--- src/rtl/hazard_ctrl.sv ---
// Pipeline hazard controller: load-use, branch, memory and fetch stalls,
// discard of a stale fetch after a taken branch, and stall/timeout bookkeeping.
`ifndef RF_ADDR_WIDTH
`define RF_ADDR_WIDTH 5
`endif

module hazard_ctrl (
  input  logic                      clk,
  input  logic                      rst_n,
  input  logic [`RF_ADDR_WIDTH-1:0] idRs1,
  input  logic [`RF_ADDR_WIDTH-1:0] idRs2,
  input  logic                      idUsesRs1,
  input  logic                      idUsesRs2,
  input  logic                      idexMemRead,
  input  logic [`RF_ADDR_WIDTH-1:0] idexRd,
  input  logic                      exBranchTaken,
  input  logic                      memReq,
  input  logic                      memReady,
  input  logic                      ifReady,
  input  logic                      clrCount,
  output logic                      pcWrite,
  output logic                      ifidWrite,
  output logic                      ifidFlush,
  output logic                      idexWrite,
  output logic                      idexFlush,
  output logic                      exmemWrite,
  output logic                      memwbWrite,
  output logic [1:0]                state,
  output logic [15:0]               stallCount,
  output logic                      memTimeout
);

  typedef enum logic [1:0] {
    RUN     = 2'b00,
    MEMWAIT = 2'b01,
    DISCARD = 2'b10
  } state_e;

  state_e      state_q, state_d;
  logic [7:0]  mem_wait_cnt_q, mem_wait_cnt_d;
  logic        mem_timeout_q, mem_timeout_d;
  logic [15:0] stall_count_q, stall_count_d;
  logic        mem_stall_s;
  logic        load_use_s;

  assign mem_stall_s = memReq && !memReady;
  assign load_use_s  = idexMemRead && (idexRd != {`RF_ADDR_WIDTH{1'b0}}) &&
                       ((idUsesRs1 && (idRs1 == idexRd)) ||
                        (idUsesRs2 && (idRs2 == idexRd)));

  // Pipeline enables/flushes: priority chain, combinational from state and inputs.
  always_comb begin
    pcWrite    = 1'b1;
    ifidWrite  = 1'b1;
    ifidFlush  = 1'b0;
    idexWrite  = 1'b1;
    idexFlush  = 1'b0;
    exmemWrite = 1'b1;
    memwbWrite = 1'b1;
    if (mem_stall_s) begin
      pcWrite    = 1'b0;
      ifidWrite  = 1'b0;
      idexWrite  = 1'b0;
      exmemWrite = 1'b0;
      memwbWrite = 1'b0;
    end else if (state_q == DISCARD) begin
      pcWrite   = 1'b0;
      ifidFlush = 1'b1;
    end else if (exBranchTaken) begin
      ifidFlush = 1'b1;
      idexFlush = 1'b1;
    end else if (load_use_s) begin
      pcWrite   = 1'b0;
      ifidWrite = 1'b0;
      idexFlush = 1'b1;
    end else if (!ifReady) begin
      pcWrite   = 1'b0;
      ifidFlush = 1'b1;
    end else begin
      pcWrite = 1'b1;
    end
  end

  // Next state; DISCARD drops the fetch that was in flight when the branch resolved.
  always_comb begin
    state_d = state_q;
    case (state_q)
      RUN: begin
        if (mem_stall_s) begin
          state_d = MEMWAIT;
        end else if (exBranchTaken && !ifReady) begin
          state_d = DISCARD;
        end else begin
          state_d = RUN;
        end
      end
      MEMWAIT: begin
        if (memReady) begin
          state_d = RUN;
        end else begin
          state_d = MEMWAIT;
        end
      end
      DISCARD: begin
        if (ifReady) begin
          state_d = RUN;
        end else begin
          state_d = DISCARD;
        end
      end
      default: state_d = RUN;
    endcase
  end

  // Counter next values: memory wait length, sticky timeout, saturating stall count.
  always_comb begin
    mem_wait_cnt_d = 8'd0;
    if (mem_stall_s) begin
      if (mem_wait_cnt_q != 8'hFF) begin
        mem_wait_cnt_d = mem_wait_cnt_q + 8'd1;
      end else begin
        mem_wait_cnt_d = mem_wait_cnt_q;
      end
    end else begin
      mem_wait_cnt_d = 8'd0;
    end
    mem_timeout_d = mem_timeout_q || (mem_wait_cnt_d == 8'hFF);
    stall_count_d = stall_count_q;
    if (clrCount) begin
      stall_count_d = 16'd0;
    end else if (!pcWrite && (stall_count_q != 16'hFFFF)) begin
      stall_count_d = stall_count_q + 16'd1;
    end else begin
      stall_count_d = stall_count_q;
    end
  end

  // State and counter registers.
  always_ff @(posedge clk or negedge rst_n) begin
    if (!rst_n) begin
      state_q        <= RUN;
      mem_wait_cnt_q <= 8'd0;
      mem_timeout_q  <= 1'b0;
      stall_count_q  <= 16'd0;
    end else begin
      state_q        <= state_d;
      mem_wait_cnt_q <= mem_wait_cnt_d;
      mem_timeout_q  <= mem_timeout_d;
      stall_count_q  <= stall_count_d;
    end
  end

  assign state      = state_q;
  assign stallCount = stall_count_q;
  assign memTimeout = mem_timeout_q;

endmodule

--- config.mk ---
export PLATFORM = sky130hd
export DESIGN_NAME = hazard_ctrl
export DESIGN_NICKNAME = d
export VERILOG_FILES = /design/src/rtl/hazard_ctrl.sv
export SDC_FILE = /design/constraint.sdc
export NUM_CORES = 1
export LEC_CHECK = 0
export ABC_AREA = 1
export BUFFER_PORTS_ARGS = -buffer_cell sky130_fd_sc_hd__buf_2
export CAP_MARGIN = 30
export CORE_UTILIZATION = 53
export DETAILED_ROUTE_END_ITERATION = 8
export PLACE_DENSITY_LB_ADDON = 0.12
export SLEW_MARGIN = 20
export SYNTH_ARGS = -nofsm -noshare
export SYNTH_HDL_FRONTEND = slang
export SYNTH_SLANG_ARGS = --single-unit
export TNS_END_PERCENT = 5
--- constraint.sdc ---
create_clock -name clk -period 2.1 [get_ports clk]
set_input_delay 0.105 -clock clk [delete_from_list [all_inputs] [get_ports clk]]
set_output_delay 0.105 -clock clk [all_outputs]
set_load 0.005 [all_outputs]
==> metrics list, run 1 <==
* Mapped Cells: 283
- Diode count: 0
- Sum of net half-perimeters after detailed placement: 3.10 mm
* IO Port Bufs: 50
* Routed length per placed instance: 10.4 um
* Pin count of the biggest net entering global routing: 33
* Layout Cell Area excl Fill: 2330 um^2
- In this run, CTS created clock tree buffers numbering 3.
* Cell area after synthesis: about 1900 um^2
- Routed Wire Length: roughly 4 mm
- Total Power: 0.946 mW
* Post-route minimum period: 1.87 ns
- Power density of the placed cells: 406 nW/um^2
* MaxCap Viol Count: 0
- Row count: 21
- For this block, the via count after detailed routing is 1937.
* Post-DRT Antenna Nets: 0
- Clock insertion delay at the later pin of the skew report: 0.32 ns
* IO Count: 51
- The path class of the tightest hold or removal check is input port to register.
* Maximum fanout along the worst path: 7
- The worst-case IR drop observed on VDD is 0.000226 V.
* Clock tree from TritonCTS: done
* Max Transition Viols Final: 0
- For this block, the initial DRC count from the detailed router was 129.
- Crit start category: register
- Max_slew headroom: 0.611
* Core box area: about 3400 um^2
- Most used flip-flop cell after synthesis: dfrtp_1
- The number of global-route vias before repair was around 1700.
* Final core utilization: 0.682
- Setup violations remaining at the end of the flow were counted as 0.
* Count of final hold-check violations: 0
* Placer's final routability congestion estimate: 0.863
- Clock skew on the completed layout was measured at about 0.0036 ns.
- Clock Tree Root: clkbuf_4
* GRT overflow: 0
- Buffers inserted during post-CTS setup optimization: 0
* Share of the clock period used by the worst path: 0.890
* Total Die Area: 3900 um^2
* Part of the Yosys area used for sequential elements: 0.349
- STA puts the critical path data arrival time at 2.10 ns.
* Starting density of the core: 0.567
- Slew at the pin with the worst max-slew slack: 0.583 ns
- Sinks on Clock Net: 27
- Compared with the post-synthesis result, the final layout area differs by 20.3%.
- For this run, asynchronously set or reset flops after synthesis account for 1.00.
* Drc violations: 0
- The net count of the finished layout is 372.
- Yosys mapped a number of flops with a built-in enable equal to 0.
* Yosys Warn Count: 0
- Length of the first detailed-routing pass in iterations: 4
- In this run the number of H-tree levels came out at 1.
* Total Neg Setup Slack: 0 ns
- Buffers from clock root to sink, at most: 2
* Wire length of the first global-routing pass: approximately 7.5 mm
- The die is about 62 um tall.
- Share of final-layout standard cells stronger than drive strength 1: 0.235
* Gr usage total: 0.234
- Setup repair after global routing left no endpoint under its margin.
* Mean number of vias per cell: 4.97
* Worst setup EP type: register
- Horizontal die dimension: 62.5 um
- After clock tree synthesis, the clock-pin slew on the worst setup and hold paths is 0.16 ns.
- For the worst setup path, the data required time is 2.33 ns.
- Number of distinct library cell variants in the gate-level netlist after synthesis: 32
- The critical path in this run is classified as register to register.
* Total leakage power: 1.37 nW
- In this run the cell area measured after placement is 2270 um^2.
- Number of antenna violations at the first check in global routing: 0
* Yosys reg bits: 27
* Syn_nets: 310
* Avg Inst Size Synth: around 6.8 um^2
- Run status: complete, no violations
* Fmax: 535 MHz
## worst max-delay path: stages (launching register included)
cell     delay, ns
dfrtp_1       0.42
ha_1          0.20
nand3_1       0.11
nor2_1        0.17
nand4_2       0.12
inv_2         0.06
nand3_1       0.08
or2_4         0.29
buf_4         0.17
nand4_1       0.09
nand2_1       0.06
## cell type report
type                            instances  area (um^2)
Fill cell                             324         1080
Clock inverter                          1         7.51
Clock buffer                            3         22.5
Inverter                               53          199
Tap cell                               46         57.6
Timing Repair Buffer                   66          378
Sequential cell                        27          676
Multi-Input combinational cell        194          991
## kinds of logic after synthesis
kind of cell | Yosys count | share of synthesized area
xor+xnor | 11 | 0.0497
simple gates | 162 | 0.394
buf+inv | 62 | 0.141
compound gates | 19 | 0.0536
fa+ha+maj | 2 | 0.0129
flops | 27 | 0.349
## Yosys cell counts (2+ instances only)
cell	instances	area [um^2]
ha_1	2	25.0
nor2_1	23	86.3
o21ai_0	3	15.0
buf_6	2	22.5
nand4_1	22	138
o21bai_1	2	15.0
clkinv_1	2	7.51
xor2_1	10	87.6
o21ai_1	5	25.0
buf_1	2	7.51
nor3_1	6	30.0
inv_1	44	165
inv_2	7	26.3
a21oi_1	7	35.0
nand3_2	2	20.0
buf_4	2	15.0
dfrtp_1	27	676
nand2_1	70	263
or2_1	2	12.5
nand3_1	31	155
## final timing paths
check                                                from                     endpoint  slack [ns]  depth (start not counted)
worst min register to register       memTimeout$_DFF_PN0_         memTimeout$_DFF_PN0_        0.49                          2
min in group asynchronous                           rst_n  mem_wait_cnt_q[4]$_DFF_PN0_        0.29                          2
worst min-delay path                               memReq           state[0]$_DFF_PN0_        0.04                          3
worst max register to register  stallCount[1]$_DFFE_PN0P_    stallCount[8]$_DFFE_PN0P_        0.23                         10
worst max-delay path            stallCount[1]$_DFFE_PN0P_    stallCount[8]$_DFFE_PN0P_        0.23                         10
max in group asynchronous                           rst_n   stallCount[14]$_DFFE_PN0P_        1.43                          2
## where the power goes
part	leakage, nW	total (mW)	internal, mW	switching [mW]
Combinational	0.987	0.172	0.0675	0.104
Clock	0.0139	0.234	0.0727	0.161
Sequential	0.368	0.541	0.530	0.0105
## flip-flops by register name, summed over array words and instances, names as in the netlist
name and count:
mem_wait_cnt_q 8, state 2, stallCount 16, memTimeout 1
## layer usage
layer,up-vias,wire (um),global-route usage,part of all wire
met4,0,24,0.0436,0.0059
met1,867,1980,0.318,0.49
met5,-,0,0,0
met2,38,1900,0.399,0.47
li1,1030,-,-,-
met3,2,160,0.0310,0.039
## stage by stage
stage | setup WS [ns] | hold WS, ns | std cells
detailed placement | 0.171 | 0.146 | 383
CTS | 0.148 | 0.0331 | 390
global route | 0.0643 | 0.0703 | 390
finish | 0.230 | 0.0379 | 390
floorplan | 0.259 | -0.191 | 283
global placement | 0.271 | 0.151 | 383
## cells in the final DEF (no fill, tap or decap)
cell / instances
nand2_1: 70
buf_2: 50
inv_1: 44
nand3_1: 31
dfrtp_1: 27
nor2_1: 23
nand4_1: 22
buf_4: 13
xor2_1: 10
inv_2: 7
a21oi_1: 7
nor3_1: 6
o21ai_1: 5
o21ai_0: 3
clkbuf_4: 3
dlygate4sd3_1: 3
o21bai_1: 2
clkinv_1: 2
nand3_2: 2
ha_1: 2
o211ai_1: 1
or2_1: 1
and2_1: 1
nand3b_1: 1
a31oi_1: 1
nand2_2: 1
nor2_2: 1
nand4_2: 1
or2_4: 1
nand2_8: 1
xnor2_1: 1
clkinvlp_4: 1
## what timing repair did
item,in CTS,in global routing
hold endpoints to repair,29,0
endpoints found under the setup margin,0,3
resized for setup,0,1
hold buffers,3,0
Power figures use the tool's default switching activity.
==> run 2: changes to the inputs <==
- BUFFER_PORTS_ARGS: -buffer_cell sky130_fd_sc_hd__buf_2 -> -buffer_cell sky130_fd_sc_hd__buf_4
- CORE_ASPECT_RATIO: unset -> 0.7
==> run 2 against run 1 <==
  * Setup slack worse by 0.076 ns
  * Wire length rose by 16%
  * Non-clock buffer count fell by 3
  * Largest power group unchanged
  * Utilization up 5.8 points
  * Highest routed layer unchanged
  * Sequential power is essentially flat
  * Critical endpoint is now stallCount[0]$_DFFE_PN0P_
==> metrics list, run 2 (same netlist as run 1, synthesis figures left out) <==
- The critical path goes through ha_1, nand3_1, nor2_2, nand4_2, inv_2, nand3_1, or2_4, nand2_8, nand3_1, nand2_1.
- The top-level port count was 51 (unchanged).
- The post-route cell area was 2460 um^2 (+5.4%).
- The die outline area came to 3900 um^2 (+0.10%).
* Total Power: 1.05 mW (+11%)
* Row count: 17 (-19%)
- The sequential fraction of design power is 0.516 (-0.056).
- Power density of the placed cells: 427 nW/um^2 (+5.1%)
- Maximum fanout along the worst path: 16 (+9)
- Worst setup EP type: register
- Total clock buffers created by CTS: 3 (unchanged)
* Clock tree from TritonCTS: done
- The number of violations of the max-capacitance limit is 0 (unchanged).
- The H-tree level count was 1 (unchanged).
- The leakage component of the power is 1.39 nW (+1.8%).
* Core box area: 3320 um^2 (-2.9%)
- The number of buffers on the longest clock path came to 2 (unchanged).
* Crit path buffers/inverters: 1 (-1)
- Clock-pin transition on the worst setup and hold timing paths: 0.10 ns (-0.06 ns)
* Number of cells on the worst reg-to-reg path: 10 (unchanged)
- The pre-CTS worst setup slack was -0.0673 ns (-0.238 ns).
- The worst hold path belongs to the class input port to register.
- The setup slack on the worst flop-to-flop path was 0.15 ns (-0.08 ns).
- The relative slew slack came to 0.746 (+0.135).
- In this run the critical register-to-register path is captured at stallCount[0]$_DFFE_PN0P_.
- The total net switching power was 0.293 mW (+6.2%).
- The fraction of layout cells with a size suffix above 1 came to 0.232 (-0.00379).
- Among the stages of the critical path, the cell type that occurs most often is nand3_1.
- Worst stage delay on the critical path: 0.41 ns (about the same)
- The worst hold slack was 0.109 ns (+0.0714 ns).
* Final #Nets: 369 (-0.81%)
- The switching part of the total power was 0.279 (-0.0121).
* Max FFs per register: 16 (unchanged)
- Worst min-delay path endpoint: state[0]$_DFF_PN0_
- Compared with the post-synthesis result, the final layout area differs by 26.8%.
* Final WS setup: 0.154 ns (-0.0764 ns)
* Placed inst area: 2370 um^2 (+4.6%)
- The starting density of the core came to 0.584 (+0.0167).
- The total half-perimeter wirelength after legalization and detailed placement came to 3.57 mm (+15%).
- The maximum frequency from static timing analysis came to 514 MHz (-3.9%).
* Via count: 1953 (+0.83%)
* Maximum resistive drop on vdd: 0.000335 V (+48%)
- The total of buffers placed on input and output ports came to 50 (unchanged).
- STA classifies the critical path startpoint as a register.
- The non-filler instance count after layout was 388 (-0.51%).
* Number of DRC markers after the initial detailed-route iteration: 105 (-19%)
* Type of the setup path with the least slack: register to register
- Worst hold start: memReq
- The slew of the pin with the lowest slew margin came to 0.379 ns (-0.204 ns).
* Post-DRT Antenna Nets: 0 (unchanged)
- The buffers inserted during post-CTS setup optimization was 0 (unchanged).
* Gr usage total: 0.266 (+0.0320)
* Depth of the worst hold-timing path: 3 (unchanged)
- Run status: complete, no violations
- Data arrival time of the critical path: 2.16 ns (+0.06 ns)
- Among all stages on the critical path, the largest delay is contributed by dfrtp_1.
- Vias in the first global route: 1730 (-1.1%)
* Total of endpoints with negative setup slack in the final report: 0 (unchanged)
- Max Transition Viols Final: 0 (unchanged)
* Length of the first detailed-routing pass in iterations: 4 (unchanged)
- The pin count of the biggest net entering global routing came to 33 (unchanged).
* Number of antenna violations at the first check in global routing: 0 (unchanged)
* GRT overflow: 0 (unchanged)
- The part of the cycle the worst path needs is 0.927 (+0.0364).
* Drc violations: 0 (unchanged)
- The internal power contribution came to 0.755 mW (+13%).
- The worst path required time was 2.32 ns (about the same).
- Clock insertion delay at the later pin of the skew report: 0.28 ns (-0.04 ns)
* Leading cell type in the layout, fill and taps excluded: nand2_1
* Die height: 52.6 um (-16%)
- Wire length of the first global-routing pass: 7.78 mm (+3.8%)
* Family of cells with the greatest summed delay on the critical path: simple AND/OR/NAND/NOR gates
- Routed Wire Length: 4.72 mm (+16%)
- Clock Tree Root: clkbuf_8
- The post-layout minimum cycle time is 1.95 ns (+0.0764 ns).
- Sinks on Clock Net: 27 (unchanged)
- Worst flop-to-flop path startpoint: stallCount[1]$_DFFE_PN0P_
- The final number of hold-violating endpoints came to 0 (unchanged).
- Routed length per placed instance: 12.2 um (+17%)
- Setup repair after global routing left no endpoint under its margin.
- Logic gate share of total power: 0.191 (+0.010)
- Post-route clock skew: 0.00450 ns (+0.000937 ns)
- The count of inserted antenna diode cells came to 0 (unchanged).
* Share of total power in the clock network: 0.293 (+0.046)
- Instance count after placement with tap cells included: 381 (-0.52%)
* Mean number of vias per cell: 5.03 (+1.3%)
- Most frequent cells in the layout: 70 x nand2_1, 60 x buf_4, 44 x inv_1, 31 x nand3_1, 27 x dfrtp_1
- The final estimated routing congestion in global placement is 0.872 (+0.95%).
- Horizontal die dimension: 74.3 um (+19%)
run 2: changes by cell type in the layout (fill, tap and decap cells not counted), sizes merged:
cell,delta
buf,-3
run 2: layout make-up:
type,instances,area (um^2)
clock buffers,3,41.3
clock inverters,1,7.51
fillers,288,862
inverters,53,199
multi-input cells,194,993
flip-flops and latches,27,676
well taps,47,58.8
repair buffers,63,480
run 2: layer usage:
layer	GRT usage	up-vias	wire length (um)
met1	0.372	880	2410
met5	0	-	0
met2	0.427	46	2070
met3	0.0519	2	213
met4	0.0566	0	25
li1	-	1025	-
run 2: worst max-delay path by stage:
| stage | from | end | slack (ns) | depth (start not counted) |
|---|---|---|---|---|
| 6_report | stallCount[1]$_DFFE_PN0P_ | stallCount[0]$_DFFE_PN0P_ | 0.15 | 10 |
| 3_5_place_dp | stallCount[1]$_DFFE_PN0P_ | stallCount[0]$_DFFE_PN0P_ | -0.07 | 10 |
| 5_1_grt | stallCount[0]$_DFFE_PN0P_ | stallCount[0]$_DFFE_PN0P_ | 0.008 | 10 |
| 4_1_cts | stallCount[1]$_DFFE_PN0P_ | stallCount[0]$_DFFE_PN0P_ | 0.14 | 10 |
| 3_3_place_gp | stallCount[0]$_DFFE_PN0P_ | stallCount[0]$_DFFE_PN0P_ | 0.07 | 10 |
| 2_1_floorplan | stallCount[0]$_DFFE_PN0P_ | stallCount[2]$_DFFE_PN0P_ | 0.26 | 11 |
run 2: repair_timing:
item	in CTS	in global routing
cloned	0	0
endpoints found under the setup margin	16	10
hold buffers	3	0
pin swaps	0	0
resized for setup	2	1
endpoints found under the hold margin	29	0
run 2: worst register-to-register path, stage by stage (launching register included):
cell and delay (ns):
dfrtp_1 0.41, ha_1 0.21, nand3_1 0.14, nor2_2 0.15
nand4_2 0.13, inv_2 0.07, nand3_1 0.09, or2_4 0.35
nand2_8 0.17, nand3_1 0.10, nand2_1 0.08
run 2: power groups by stage:
stage | sequential (mW) | clock [mW] | combinational [mW]
floorplan | 0.550 | 0 | 0.103
finish | 0.541 | 0.307 | 0.201
detailed placement | 0.550 | 0 | 0.196
CTS | 0.540 | 0.319 | 0.201
global placement | 0.550 | 0 | 0.192
global route | 0.543 | 0.337 | 0.224
run 2: per-stage QoR:
| step | TNS [ns] | util |
|---|---|---|
| 3_5_place_dp | -0.597 | 0.715 |
| 3_3_place_gp | 0 | 0.715 |
| 2_1_floorplan | 0 | - |
| 4_1_cts | 0 | 0.739 |
| 6_report | 0 | 0.740 |
| 5_1_grt | 0 | 0.740 |
